===== src/rtl/l1_mem_arbiter.sv =====
// Round-robin arbiter sharing one cacheline memory port between the L1 I-cache and D-cache.
// One transaction is granted at a time and held until the memory side responds.
module l1_mem_arbiter #(
  parameter int unsigned s_addr = 32,
  parameter int unsigned s_line = 256
) (
  input  logic              clk,
  input  logic              rst,
  input  logic              i_cl_read,
  input  logic [s_addr-1:0] i_cl_addr,
  output logic [s_line-1:0] i_cl_rdata,
  output logic              i_cl_resp,
  input  logic              d_cl_read,
  input  logic              d_cl_write,
  input  logic [s_addr-1:0] d_cl_addr,
  input  logic [s_line-1:0] d_cl_wdata,
  output logic [s_line-1:0] d_cl_rdata,
  output logic              d_cl_resp,
  output logic              mem_read,
  output logic              mem_write,
  output logic [s_addr-1:0] mem_addr,
  output logic [s_line-1:0] mem_wdata,
  input  logic [s_line-1:0] mem_rdata,
  input  logic              mem_resp,
  output logic              busy
);

  typedef enum logic [1:0] {StIdle, StIRd, StDRd, StDWr} state_e;

  state_e state_q, state_d;
  // 0: I-cache served last, 1: D-cache served last.
  logic   last_grant_q, last_grant_d;
  logic   i_req, d_req;

  assign i_req = i_cl_read;
  assign d_req = d_cl_read | d_cl_write;

  always_comb begin
    state_d      = state_q;
    last_grant_d = last_grant_q;
    case (state_q)
      StIdle: begin
        if (i_req && (!d_req || last_grant_q)) begin
          state_d = StIRd;
        end else if (d_req) begin
          // A simultaneous read and write from the D-cache resolves to the write-back.
          state_d = d_cl_write ? StDWr : StDRd;
        end
      end
      StIRd: begin
        if (mem_resp) begin
          state_d      = StIdle;
          last_grant_d = 1'b0;
        end
      end
      StDRd, StDWr: begin
        if (mem_resp) begin
          state_d      = StIdle;
          last_grant_d = 1'b1;
        end
      end
      default: state_d = StIdle;
    endcase
  end

  always_ff @(posedge clk or negedge rst) begin
    if (!rst) begin
      state_q      <= StIdle;
      last_grant_q <= 1'b1;
    end else begin
      state_q      <= state_d;
      last_grant_q <= last_grant_d;
    end
  end

  // Memory-side outputs are forced to zero outside a grant.
  always_comb begin
    mem_read  = 1'b0;
    mem_write = 1'b0;
    mem_addr  = '0;
    mem_wdata = '0;
    i_cl_resp = 1'b0;
    d_cl_resp = 1'b0;
    case (state_q)
      StIRd: begin
        mem_read  = 1'b1;
        mem_addr  = i_cl_addr;
        i_cl_resp = mem_resp;
      end
      StDRd: begin
        mem_read  = 1'b1;
        mem_addr  = d_cl_addr;
        d_cl_resp = mem_resp;
      end
      StDWr: begin
        mem_write = 1'b1;
        mem_addr  = d_cl_addr;
        mem_wdata = d_cl_wdata;
        d_cl_resp = mem_resp;
      end
      default: ;
    endcase
  end

  assign i_cl_rdata = mem_rdata;
  assign d_cl_rdata = mem_rdata;
  assign busy       = (state_q != StIdle);

endmodule


===== config.mk =====
export PLATFORM = sky130hd
export DESIGN_NAME = l1_mem_arbiter
export DESIGN_NICKNAME = d
export VERILOG_FILES = /design/src/rtl/l1_mem_arbiter.sv
export SDC_FILE = /design/constraint.sdc
export NUM_CORES = 1
export LEC_CHECK = 0
export ABC_AREA = 1
export ABC_CLOCK_PERIOD_IN_PS = 2400
export CORE_AREA = 10 10 526 528
export DETAILED_ROUTE_END_ITERATION = 8
export DIE_AREA = 0 0 536 538
export HOLD_SLACK_MARGIN = 0.08
export SLEW_MARGIN = 20
export SYNTH_ARGS = -nofsm -noshare
export SYNTH_HDL_FRONTEND = slang
export SYNTH_SLANG_ARGS = --single-unit

===== constraint.sdc =====
create_clock -name clk -period 2.4 [get_ports clk]
set_clock_uncertainty 0.2 [all_clocks]
set_input_delay 0.72 -clock clk [delete_from_list [all_inputs] [get_ports clk]]
set_output_delay 0.72 -clock clk [all_outputs]
set_load 0.02 [all_outputs]

* Yosys cells after proc, flatten, opt, wreduce, memory -nomap -nowiden *
Index checks and enable logic that the tools add are counted.

word-level totals
  output and inout bits = 805
  register bits after elaboration = 3

operators by class
  muxes and demuxes = 14
  bitwise operators = 1
  reductions and logical operators = 11
  equality and inequality tests = 7

operator list
  operator                                                                 count
  256-bit two-way mux                                                      1
  32-bit one-hot mux with 2 select lines                                   1
  1-bit two-way mux                                                        7
  2-bit two-way mux                                                        3
  2-bit == test, second input constant                                     2
  2-bit by 1-bit inequality test with 1-bit output, second input constant  2
  2-bit one-hot mux with 2 select lines                                    1
  2-bit nonzero test                                                       2
  2-bit OR reduction                                                       2
  3-bit inequality test, second input constant                             1
  3-bit AND reduction                                                      1
  3-bit OR reduction                                                       1
  2-bit by 1-bit == test with 1-bit output, second input constant          1
  2-bit logical NOT                                                        1
  2-bit inequality test, second input constant                             1
  1-bit one-hot mux with 2 select lines                                    1
  2-bit AND reduction                                                      1
  1-bit logical AND                                                        1
  1-bit logical NOT                                                        1
  1-bit logical OR                                                         1
  1-bit bitwise OR                                                         1

* Depth between registers and ports, before layout *
Gate-level depths: netlist of run 1.

  word-level depth = 6
  gate-level depth with buffers = 9
  depth with buffers taken out = 8

* Worst setup path before layout of run 1 *
No wires, ideal clock.

  path kind = register -> output
  start point = register state_q[0]
  end point = output port mem_addr[10]
  cell stages (with the launch flop) = 7
  buffers on the path = 2
  data required time = 1480 ps
  arrival = 1435 ps
  slack = 45 ps
  cells stage by stage = dfrtp_1 -> ha_1 -> or2_1 -> buf_6 -> buf_6 -> nand2_1 -> a21oi_1

between the ends
  longest elaborated chain between the ends = 3

RTL lines
  item                                      line  source
  start, declared                           30    state_e state_q, state_d;
  start signal, assigned                    68    state_q <= StIdle;
  start signal, assigned                    71    state_q <= state_d;
  2-bit == test                             84    case (state_q)
  2-bit OR reduction (no source line)       --
  32-bit one-hot mux with 2 select lines *  84
  end, declared                             21    output logic [s_addr-1:0] mem_addr,

Mark *: on every way between the ends. The rest lies on a longest branch, timed or not.

* Worst setup path in the final report of run 1 *
  start point = register state_q[1]
  end point = output port mem_wdata[50]

between the ends
  longest elaborated chain between the ends = 2

RTL lines
  item                 line  source
  2-bit == test        84
  256-bit two-way mux  84
  end, declared        22    output logic [s_line-1:0] mem_wdata,

Every way passes these cells.

==> flow_summary_export.csv, run 1 <==
group,metric,value,unit
yosys,netlist_area,6728,sq um
global_route,grt-ovfl-total,0,
die,core,266500,sq um
layout,fin_cells,4925,
yosys,synth_xor_area_frac,0,
placement,place_area,16070,sq um
power,p_clk_frac,0.018,
layout,drive_above_1_share,0.5193,
detailed_routing,ant_nets,0,
job,maxCapViolations,0,
outcome,status,"finished, violations left",
placement,placed_cells,4863,
sta,rsz0062_at_grt,"true",
worst_setup_path,crit_type,"reg2out",
power,power.leakage,7.365,nW
worst_setup_path,critPathArrivalTime,1.86,ns
worst_setup_path,worstSetupPathDepth,9,
worst_setup_path,crit_path_end_kind,"output port",
sta,hold_violations,0,
yosys,synth_cells,1202,
die,io_pins,1387,
placement,hpwl,223900,microns
die,row_count,190,
sta,worstMarginPinSlew,0.2341,ns
min_path,hold_depth,2,
detailed_routing,totalWireLength,230400,microns
worst_setup_path,crit_path_top_delay_cell,"dfrtp_1",
yosys,ys_types,15,
worst_setup_path,crit_top_cell,"buf_4",
yosys,synth_seq_area_share,0.01134,
yosys,synth_fa_ha_area_frac,0.01116,
worst_setup_path,cp_max_fo,16,
power,switching_share,0.5263,
power,vdd_drop_max,0.6206,mV
detailed_routing,drt_iter0_drc,477,
clock_network,htreeDepth,1,
placement,port_buffers,618,
detailed_routing,num_vias,8421,
yosys,synth_top_family_by_area,"buffers and inverters",
clock_network,clock-sinks,3,
yosys,async_flop_share,1.000,
die,die_area,288400,sq um
power,combPwrFrac,0.975,
sta,slew_headroom,0.8423,
worst_setup_path,crit_family,"buffers and inverters",
worst_setup_path,cp.required,1.48,ns
sta,fmax,359.8,MHz
clock_network,cts.path.max_buffers,2,
yosys,ys_warn_count,0,
sta,fin_crit_sh,1.158,
yosys,yosysMostFrequentCell,"buf_4",
clock_network,cts_buffers,3,
layout,final.fill_count,31110,
clock_network,clk_pin_slew,0.03,ns
clock_network,cts-root-buf,"clkbuf_16",
die,die_h,538,microns
sta,min_period,2.779,ns
worst_setup_path,rr_worst_depth,9,
power,cellInternalPower,6.904,mW
placement,finalWeightedCongestion,0.8257,
yosys,synth_edf_count,0,
clock_network,clock_latency,0.22,ns
detailed_routing,first_pass_iters,4,
sta,fin_ws,-0.3794,ns
worst_setup_path,crit_path_cell_trace,"buf_6 -> ha_4 -> buf_4 -> buf_12 -> buf_8 -> clkbuf_16 -> nand2_1 -> inv_1 -> buf_4",
detailed_routing,wl_per_cell,46.79,microns
global_route,grt_pass1_wl,247000,microns
worst_setup_path,slowest_delay,0.41,ns
yosys,synth_mux_area_frac,0,
global_route,antenna_found_initial,152,
yosys,synth-main-ff-cell,"dfrtp_1",
yosys,syn_avg_cell_area,5.597,sq um
global_route,grt_util_all_layers,0.1505,
detailed_routing,vias_per_cell,1.710,
yosys,synth-simple-area-share,0.1912,
yosys,synth_top_area_frac,0.5936,
clock_network,cts_tree,"done",
worst_setup_path,startpoint_type,"register",
yosys,ys_top_cells_by_area,"buf_4, nand2_1, inv_1",
outcome,failed_checks,"negative setup slack",
sta,drv_slew,0,
yosys,synth_common_cells,"buf_4, nand2_1, inv_1, a21oi_1, buf_2",
global_route,grt_max_degree,35,
layout,area_growth,174.7,%
die,die_x,536,microns
worst_setup_path,critPathBufInv,7,
power,pwr-share-seq,0.007,
sta,setup_violations,290,
yosys,synth_nets,1790,
layout,stdcell_area,18480,sq um
detailed_routing,drc,0,
power,power_switching,7.671,mW
die,start_util,0.02525,
min_path,min_path_type,"reg2reg",
power,p_per_area,788.7,nW/um^2
global_route,grt_pass1_vias,8044,
yosys,yosys.area.top_type,"buf_4",
yosys,synth_compound_area_frac,0.02604,
yosys,ys_ff_latch,3,
layout,num-nets-final,1935,
==> timing repair <==
action	CTS	global route
hold buffers	0	0
gates resized for setup	243	355
cloned	6	12
setup buffers	8	5
setup endpoints to repair	290	286
pin swaps	5	41
==> routing by layer <==
metal	routed length (microns)	global-route usage	part of all wire
met1	43930	0.08326	0.19
met2	101200	0.2395	0.44
met3	77760	0.2394	0.34
met4	6975	0.03156	0.030
met5	566	0.004496	0.0025
==> power groups by stage <==
stage,Clock (mW),Sequential (mW),Combinational (mW)
final,0.262,0.109,14.2
after floorplan,0,0.101,4.47
after global routing,0.275,0.113,15.0
after global placement,0,0.0977,11.5
after detailed placement,0,0.102,11.5
after CTS,0.266,0.103,13.3
==> state kept, by name, indices dropped and copies added (netlist names) <==
name / count
last_grant_q: 1
state_q: 2
==> cell usage in the layout (no fill, tap or decap), drive strengths merged <==
cell type and count:
o21ai 3, nand3 2, clkbuf 15, dfrtp 2, bufbuf 1, buf 356, a21oi 32, ha 6
nor2 4, diode 27, nand2 333, dlygate4sd2 2, dfstp 1, or2 1, inv 265, clkdlybuf4s50 323
==> worst register-to-register path, stage by stage, from the launching register on <==
cell and delay (ns):
dfrtp_2 0.40, inv_2 0.07, buf_4 0.13, buf_4 0.13
ha_2 0.19, buf_12 0.15, buf_4 0.14, o21ai_0 0.23
nand2_1 0.09, nand2_1 0.07
==> logic make-up after synthesis <==
group | count (synthesis)
AO/OA/AOI/OAI | 35
adder cells (fa/ha/maj) | 6
buffers and inverters | 818
flip-flops | 3
AND/OR/NAND/NOR | 340
==> final timing paths <==
| path | startpoint | to | slack [ns] |
|---|---|---|---|
| min | last_grant_q | last_grant_q | 0.26 |
| max | state_q[1] | mem_wdata[50] | -0.38 |
| max in group asynchronous | rst | last_grant_q | 1.30 |
| min reg2reg | last_grant_q | last_grant_q | 0.26 |
| max reg2reg | state_q[0] | state_q[1] | 0.56 |
| min in group asynchronous | rst | state_q[1] | 0.48 |
==> cell type report <==
type                    count  area (sq um)  share of cell area
well taps                3552          4444              0.2405
inverters                 265          1055             0.05708
multi-input cells         381          2877              0.1557
flip-flops and latches      3         77.57            0.004198
repair buffers            693          9879              0.5346
clock buffers               4         78.83            0.004266
diodes                     27         67.56            0.003656
==> metrics by stage <==
step	hold WS (ns)	TNS [ns]	setup slack, ns	util	total power, mW
finish	0.2621	-81.96	-0.3794	0.06934	14.57
global route	0.3297	-98.29	-0.4271	0.06913	15.36
CTS	0.2639	-84.78	-0.3969	0.06459	13.66
detailed placement	0.2581	-35.10	-0.7647	0.06031	11.64
global placement	0.2595	-29.56	-0.7941	0.06031	11.61
floorplan	0.2244	0	0.04543	-	4.573
Power figures use the tool's default switching activity.
==> inputs of run 2 (changes only) <==
--- a/config.mk
+++ b/config.mk
@@ -7,6 +7,7 @@
 export LEC_CHECK = 0
 export ABC_AREA = 1
 export ABC_CLOCK_PERIOD_IN_PS = 2400
+export CAP_MARGIN = 20
 export CORE_AREA = 10 10 526 528
 export DETAILED_ROUTE_END_ITERATION = 8
 export DIE_AREA = 0 0 536 538
==> results of run 2 <==
Same layout as run 1: the final DEF is identical, and so are final timing and power.
